<file path="src/rtl/lock_pkg.sv">
// Shared types and helpers for the combination-lock access controller.
package lock_pkg;

   typedef enum logic [2:0] {
      IDLE    = 3'd0,
      ENTRY   = 3'd1,
      CHECK   = 3'd2,
      OPEN    = 3'd3,
      LOCKOUT = 3'd4
   } lock_state_t;

   // Counter width able to hold the longer of the two timed phases.
   function automatic int timer_width(input int unlock_cycles, input int lockout_cycles);
      int longest;
      longest = (unlock_cycles > lockout_cycles) ? unlock_cycles : lockout_cycles;
      return $clog2(longest + 1);
   endfunction

endpackage

</file>
<file path="src/rtl/lock_timer.sv">
// Loadable down-counter; done flags the final cycle of a loaded interval.
module lock_timer #(
   parameter int WIDTH = 5
) (
   input  logic             clk,
   input  logic             reset,
   input  logic             load,
   input  logic [WIDTH-1:0] load_val,
   input  logic             clear,
   output logic             done
);

   logic [WIDTH-1:0] count_reg;
   logic [WIDTH-1:0] count_next;

   always_comb begin
      count_next = count_reg;
      if (load) begin
         count_next = load_val;
      end else if (clear) begin
         count_next = '0;
      end else if (count_reg != '0) begin
         count_next = count_reg - WIDTH'(1);
      end
   end

   always_ff @(posedge clk or negedge reset) begin
      if (!reset) begin
         count_reg <= '0;
      end else begin
         count_reg <= count_next;
      end
   end

   // A value of 1 is the last cycle of the interval; 0 also reads as done
   // so a timed state can never stall on an empty counter.
   assign done = (count_reg <= WIDTH'(1));

endmodule

</file>
<file path="src/rtl/lock_access_ctrl.sv">
// Serial combination-lock sequencer: collects framed entry bits, compares
// against the programmable code, then opens or counts toward a timed lockout.
module lock_access_ctrl
   import lock_pkg::*;
#(
   parameter int                  CODE_LEN       = 5,
   parameter logic [CODE_LEN-1:0] CODE_INIT      = 5'b01001,
   parameter int                  MAX_FAILS      = 3,
   parameter int                  UNLOCK_CYCLES  = 8,
   parameter int                  LOCKOUT_CYCLES = 16
) (
   input  logic                           clk,
   input  logic                           reset,
   input  logic                           bit_valid,
   input  logic                           bit_in,
   input  logic                           abort,
   input  logic                           relock,
   input  logic                           prog_we,
   input  logic [CODE_LEN-1:0]            prog_code,
   output logic                           unlock,
   output logic                           locked_out,
   output logic                           ready,
   output logic                           pass_pulse,
   output logic                           fail_pulse,
   output logic [$clog2(MAX_FAILS+1)-1:0] fail_cnt
);

   localparam int BW = $clog2(CODE_LEN + 1);
   localparam int FW = $clog2(MAX_FAILS + 1);
   localparam int TW = timer_width(UNLOCK_CYCLES, LOCKOUT_CYCLES);

   localparam logic [BW-1:0] LAST_BIT    = BW'(CODE_LEN - 1);
   localparam logic [FW-1:0] FAIL_LAST   = FW'(MAX_FAILS - 1);
   localparam logic [FW-1:0] FAIL_SAT    = FW'(MAX_FAILS);
   localparam logic [TW-1:0] UNLOCK_VAL  = TW'(UNLOCK_CYCLES);
   localparam logic [TW-1:0] LOCKOUT_VAL = TW'(LOCKOUT_CYCLES);

   lock_state_t         state_reg,    state_next;
   logic [CODE_LEN-1:0] shift_reg,    shift_next;
   logic [CODE_LEN-1:0] code_reg,     code_next;
   logic [BW-1:0]       bit_cnt_reg,  bit_cnt_next;
   logic [FW-1:0]       fail_cnt_reg, fail_cnt_next;
   logic                pass_reg,     pass_next;
   logic                fail_reg,     fail_next;

   logic          timer_load;
   logic          timer_clear;
   logic [TW-1:0] timer_val;
   logic          timer_done;

   lock_timer #(
      .WIDTH (TW)
   ) u_timer (
      .clk      (clk),
      .reset    (reset),
      .load     (timer_load),
      .load_val (timer_val),
      .clear    (timer_clear),
      .done     (timer_done)
   );

   always_comb begin
      state_next    = state_reg;
      shift_next    = shift_reg;
      code_next     = code_reg;
      bit_cnt_next  = bit_cnt_reg;
      fail_cnt_next = fail_cnt_reg;
      pass_next     = 1'b0;
      fail_next     = 1'b0;
      timer_load    = 1'b0;
      timer_clear   = 1'b0;
      timer_val     = UNLOCK_VAL;

      case (state_reg)
         IDLE: begin
            if (bit_valid) begin
               shift_next   = {shift_reg[CODE_LEN-2:0], bit_in};
               bit_cnt_next = BW'(1);
               state_next   = ENTRY;
            end
         end
         ENTRY: begin
            // abort takes priority over a bit arriving in the same cycle
            if (abort) begin
               bit_cnt_next = '0;
               state_next   = IDLE;
            end else if (bit_valid) begin
               shift_next   = {shift_reg[CODE_LEN-2:0], bit_in};
               bit_cnt_next = bit_cnt_reg + BW'(1);
               if (bit_cnt_reg == LAST_BIT) begin
                  state_next = CHECK;
               end
            end
         end
         CHECK: begin
            bit_cnt_next = '0;
            if (shift_reg == code_reg) begin
               state_next    = OPEN;
               timer_load    = 1'b1;
               timer_val     = UNLOCK_VAL;
               fail_cnt_next = '0;
               pass_next     = 1'b1;
            end else begin
               fail_next = 1'b1;
               if (fail_cnt_reg >= FAIL_LAST) begin
                  fail_cnt_next = FAIL_SAT;
                  state_next    = LOCKOUT;
                  timer_load    = 1'b1;
                  timer_val     = LOCKOUT_VAL;
               end else begin
                  fail_cnt_next = fail_cnt_reg + FW'(1);
                  state_next    = IDLE;
               end
            end
         end
         OPEN: begin
            if (prog_we) begin
               code_next = prog_code;
            end
            if (relock) begin
               state_next  = IDLE;
               timer_clear = 1'b1;
            end else if (timer_done) begin
               state_next = IDLE;
            end
         end
         LOCKOUT: begin
            if (timer_done) begin
               state_next    = IDLE;
               fail_cnt_next = '0;
            end
         end
         default: begin
            state_next   = IDLE;
            bit_cnt_next = '0;
            timer_clear  = 1'b1;
         end
      endcase
   end

   always_ff @(posedge clk or negedge reset) begin
      if (!reset) begin
         state_reg    <= IDLE;
         shift_reg    <= '0;
         code_reg     <= CODE_INIT;
         bit_cnt_reg  <= '0;
         fail_cnt_reg <= '0;
         pass_reg     <= 1'b0;
         fail_reg     <= 1'b0;
      end else begin
         state_reg    <= state_next;
         shift_reg    <= shift_next;
         code_reg     <= code_next;
         bit_cnt_reg  <= bit_cnt_next;
         fail_cnt_reg <= fail_cnt_next;
         pass_reg     <= pass_next;
         fail_reg     <= fail_next;
      end
   end

   assign unlock     = (state_reg == OPEN);
   assign locked_out = (state_reg == LOCKOUT);
   assign ready      = (state_reg == IDLE) || (state_reg == ENTRY);
   assign pass_pulse = pass_reg;
   assign fail_pulse = fail_reg;
   assign fail_cnt   = fail_cnt_reg;

endmodule

</file>
<file path="config.mk">
export PLATFORM = sky130hd
export DESIGN_NAME = lock_access_ctrl
export DESIGN_NICKNAME = d
export VERILOG_FILES = /design/src/rtl/lock_pkg.sv /design/src/rtl/lock_timer.sv /design/src/rtl/lock_access_ctrl.sv
export SDC_FILE = /design/constraint.sdc
export NUM_CORES = 1
export LEC_CHECK = 0
export CAP_MARGIN = 20
export CORE_AREA = 5 5 55 57
export CTS_BUF_LIST = sky130_fd_sc_hd__clkbuf_4
export DETAILED_ROUTE_END_ITERATION = 7
export DIE_AREA = 0 0 60 62
export DONT_BUFFER_PORTS = 1
export PLACE_DENSITY = 0.75
export SYNTH_ARGS = -nofsm -noshare
export SYNTH_HDL_FRONTEND = slang
export SYNTH_HIERARCHICAL = 1
export SYNTH_SLANG_ARGS = --single-unit
</file>
<file path="constraint.sdc">
create_clock -name clk -period 1.6 [get_ports clk]
set_input_delay 0.32 -clock clk [delete_from_list [all_inputs] [get_ports clk]]
set_output_delay 0.32 -clock clk [all_outputs]
set_load 0.01 [all_outputs]
</file>
; Word level (Yosys, flattened, before mapping)
; Cells that the tools add are included.
[word_totals]
ff_bits = 25
latch_bits = 0
mem_bits_rw = 0
rom_bits = 0
in_bits = 12
output_inout_bits = 7
elab_cells = 72
mem_count = 0
[op_classes]
add_sub_neg = 3
mul = 0
div_mod_pow = 0
magnitude_cmp = 2
eq_ne = 11
shift = 0
mux = 34
bitwise_logic = 1
reduce_logical = 13
[ops]
columns = op, count
row1 = 5-bit two-way mux, 8
row2 = 3-bit two-way mux, 10
row3 = 3-bit case mux with 5 select lines, 1
row4 = 5-bit case mux with 2 select lines, 1
row5 = 3-bit case mux with 3 select lines, 1
row6 = 1-bit two-way mux, 8
row7 = "3-bit by 2-bit == test with 1-bit output, second input constant", 2
row8 = "3-bit == test, second input constant", 2
row9 = 2-bit two-way mux, 3
row10 = "3-bit inequality test, second input constant", 2
row11 = 2-bit AND reduction, 3
row12 = 3-bit AND reduction, 2
row13 = 5-bit == test, 1
row14 = "5-bit by 1-bit <= comparator with 1-bit output, second input constant", 1
row15 = 5-bit nonzero test, 1
row16 = "5-bit by 1-bit subtractor with 5-bit output, second input constant", 1
row17 = "2-bit inequality test, second input constant", 2
row18 = 2-bit case mux with 2 select lines, 1
row19 = 2-bit nonzero test, 2
row20 = 4-bit OR reduction, 1
row21 = "3-bit by 1-bit adder with 3-bit output, second input constant", 1
row22 = "3-bit by 1-bit == test with 1-bit output, second input constant", 1
row23 = 3-bit logical NOT, 1
row24 = 3-bit nonzero test, 1
row25 = other kinds (7), 7

; Depth between registers and ports, before layout
[logic_depth]
word_depth = 5
mapped_depth = 8
depth_no_buf = 8

; Modules after synthesis
; Netlist, hierarchy kept.
[by_module_without_submodules]
columns = mod, n_inst, cells_per_inst, area_per_inst_um2, seq_area_each_um2
row1 = lock_access_ctrl, 1, 100, 1078.5, 503.0
row2 = lock_timer, 1, 32, 319.1, 125.1

; Least setup slack after synthesis
; Ideal clock, no wire load.
[synth_timing]
kind = reg2reg
from = reg code_reg[3]
to = reg u_timer.count_reg[4]
setup_ns = 0.122
arrival_ns = 1.563
required_time_ns = 1.478
slack_ns = -0.084
path_stages_with_launch = 8
path_buffers = 0
period_less_slack_ns = 1.684
path_cell_list = dfstp_2 -> xnor2_1 -> nand3_1 -> nor2_1 -> nor2_1 -> nor2_1 -> nor2_2 -> a32o_1
[synth_between]
elab_chain_len = 4
elab_cells_between_ends = 7
classes_between = 1 x eq/ne / 5 x mux / 1 x reduce/logical
[synth_rtl]
columns = element, line_no
row1 = from (decl), lock_access_ctrl.sv:40  ; logic [CODE_LEN-1:0] code_reg, code_next;
row2 = from (signal assigned), lock_access_ctrl.sv:153  ; code_reg <= code_next;
row3 = 5-bit == test (*), lock_access_ctrl.sv:97  ; if (shift_reg == code_reg) begin
row4 = 1-bit two-way mux (*), lock_access_ctrl.sv:97
row5 = 1-bit two-way mux (*), lock_access_ctrl.sv:74  ; case (state_reg)
row6 = net timer_load, lock_access_ctrl.sv:46  ; logic timer_load;
row7 = 3-bit nonzero test (no source line) / 5-bit two-way mux (equally long branches), n/a
row8 = to (signal assigned), lock_timer.sv:31  ; count_reg <= count_next;
row9 = to (decl), lock_timer.sv:13  ; logic [WIDTH-1:0] count_reg;
; The timed path passes the listed nets; every way through them passes the cells marked *.
; A chain may end at the register's enable or synchronous reset.

; Final worst setup path
[layout_timing]
from = reg code_reg[3]
to = reg u_timer.count_reg[0]
; The elaborated chain is that of the path after synthesis.

==> impl_metrics.tcl <==
set metrics [dict create \
    status "finished with violations" \
    violations "negative setup slack" \
    power_density_nw_per_um2 2094 \
    synth_area_leaders "dfrtp_1, mux2_4, mux2_2, dfstp_2, ha_1" \
    p_switching_mw 1.474 \
    place_hpwl_um 1982 \
    rows 18 \
    synth-main-ff-cell "dfrtp_1" \
    reg2regPathDepth 8 \
    min_period_over_period 1.004 \
    worst_setup_path_end_kind "flip-flop" \
    ys_async_sr_fraction 1.000 \
    synthDistinctLibCells 43 \
    io_buffers 0 \
    reg2reg_from "code_reg[3]$_DFFE_PN1P_" \
    dieArea_um2 3720 \
    final_util 0.7109 \
    drt_iter0_markers 50 \
    synth_commonest_cells "dfrtp_1, nand2_1, nor2_1" \
    num_antenna_cells 0 \
    seq_power_share 0.335 \
    path_delay_family "flip-flops" \
    nets 178 \
    initial_utilization 0.5746 \
    synth_edf_count 0 \
    cts_root_buffer "clkbuf_4" \
    gp_congestion 0.7391 \
    worst_pin_slew_ns 0.5965 \
    drc 0 \
    critPathMaxStageDelay_ns 0.57 \
    final_area_um2 1729 \
    clkPwrFrac 0.085 \
    grt_usage 0.1661 \
    max_freq_mhz 622.8 \
    cts_tree "done" \
    totalWireLength_um 2954 \
    ys_warn_count 6 \
    vdd_drop_max_mv 1.427 \
    crit_arrival_ns 1.83 \
    routed_via_density 5.649 \
    die_h_um 62 \
    worst-setup-path-type "reg2reg" \
    fin_ws_ns -0.005636 \
    cts.sinks 25 \
    min_from "bit_in" \
    startpoint "code_reg[3]$_DFFE_PN1P_" \
    ys_seq_area_frac 0.4494 \
    clock_latency_ns 0.34 \
    start_kind "flip-flop" \
    htreeDepth 1 \
    synth.most_common_cell "dfrtp_1" \
    power.internal_mw 2.147 \
    rsz0062_at_grt "true" \
    setup_viol 1 \
    syn_inst 132 \
    synth_area_um2 1398 \
    period_needed_ns 1.606 \
    num_vias 1079 \
    fin_skew_ns 0.01602 \
    layout-drive-gt1-share 0.4099 \
    crit_slowest_cell "dfstp_2" \
    hold_violations 0 \
    grt_pass1_wl_um 4616 \
    hold_class "in2reg" \
    cp_common_cell "nor2_4" \
    area_growth_pct 23.72 \
    cts_buffers 3 \
    antenna_found_initial 0 \
    boundaryPins 19 \
    p_leak_nw 0.8015 \
    dpl_cell_area_um2 1508 \
    antenna_left 0 \
    grt_pass1_vias 1070 \
    worst_ep_required_time_ns 1.82 \
    synth_seq_cells 25 \
    cts.clk_slew.worst_paths_ns 0.16 \
    core_um2 2432 \
    cap_viol_max_count 0 \
    avgRoutedWirePerCell_um 15.47 \
    switching_share 0.4071 \
    synth_top_cell_by_area "dfrtp_1" \
    cp.depth 8 \
    place_ws_ns -0.009615 \
    grt_remaining_overflow 0 \
    fp.dieW_um 60 \
    drt_pass1_iterations 4 \
    combPwrFrac 0.580 \
    slew_headroom 0.6011 \
    worst-path-buf-inv 0 \
    yosysTopAreaCellShare 0.4118 \
    syn_avg_cell_area_um2 10.59 \
    grt_max_degree 26 \
    critPathMaxFanout 5 \
    hold-worst-slack_ns 0.1112 \
    hold_depth 1 \
    path_cells "xnor2_2, nand3_2, nor2_4, nor2_2, nor2_4, nor2_4, a22oi_1, mux2i_1" \
    slew_violations 0 \
    clockBufferDepth 2 \
]
[through the flow]
stage,cells,TNS [ns],power (mW)
2_1_floorplan,134,0,2.459
3_3_place_gp,173,0,2.804
3_5_place_dp,173,-0.01118,2.860
4_1_cts,183,-0.06687,3.356
5_1_grt,191,-0.3802,3.897
6_report,191,-0.005636,3.620
[logic make-up (layout without fill, tap and decap cells)]
family | after synthesis | count (layout) | share of synthesized area
buffers and inverters | 11 | 38 | 0.04118
flip-flops | 25 | 25 | 0.4494
other | 1 | 3 | 0.002683
AND/OR/NAND/NOR | 45 | 45 | 0.1844
adder cells (fa/ha/maj) | 4 | 4 | 0.03581
multiplexers | 12 | 12 | 0.1083
XOR/XNOR | 5 | 5 | 0.03133
AO/OA/AOI/OAI | 29 | 29 | 0.1468
[final cells by class]
| type | instances | area, µm² |
|---|---|---|
| Multi-Input combinational cell | 98 | 794.5 |
| Fill cell | 175 | 703.2 |
| Sequential cell | 25 | 631.9 |
| Timing Repair Buffer | 26 | 205.2 |
| Tap cell | 30 | 37.54 |
| Inverter | 8 | 30.03 |
| Clock buffer | 3 | 22.52 |
| Clock inverter | 1 | 7.507 |
[per-layer routing]
metal  track usage  part of all wire  vias up
met1        0.2173              0.45      528
met3       0.01446             0.028        4
li1              -                 -      524
met5             0                 0        -
met2        0.2809              0.51       23
met4       0.07595             0.015        0
[power groups by stage]
stage                     Clock (mW)  Combinational, mW  Sequential [mW]
after global routing           0.332               2.31             1.25
after floorplan                    0               1.33             1.13
after detailed placement           0               1.63             1.23
after global placement             0               1.59             1.22
after CTS                      0.309               1.81             1.23
final                          0.306               2.10             1.21
[timing repair]
| item | 4_1_cts | 5_1_grt |
|---|---|---|
| gates resized for setup | 9 | 11 |
| hold buffers | 1 | 0 |
| buffers inserted | 5 | 7 |
| pin swaps | 9 | 9 |
| hold endpoints to repair | 25 | 0 |
| setup endpoints to repair | 8 | 10 |
[placed cells by master (no fill, tap or decap), types with 3 or more instances in the layout]
cell	Yosys	routed
nor2_1	10	5
o21ai_0	6	6
a21oi_1	6	6
dfrtp_1	23	20
xnor2_1	5	3
conb_1	1	3
clkbuf_4	0	3
nand2_1	13	13
nor2_4	0	4
nand3b_1	3	3
inv_1	7	6
ha_1	4	4
nor3_1	5	4
dfrtp_2	0	3
mux2_2	5	5
mux2_4	5	5
buf_4	0	24
[worst paths after layout]
kind / slack (ns) / endpoint
setup / recovery: -0.006 / u_timer/count_reg[0]$_DFFE_PN0P_
hold / removal: 0.11 / shift_reg[0]$_DFFE_PN0P_
setup reg to reg: -0.006 / u_timer/count_reg[0]$_DFFE_PN0P_
hold reg to reg: 0.54 / bit_cnt_reg[0]$_DFFE_PN0P_
max in group asynchronous: 0.60 / code_reg[0]$_DFFE_PN1P_
min in group asynchronous: 0.40 / state_reg[1]$_DFFE_PN0P_
No activity file was read; power rests on OpenSTA's default activity.
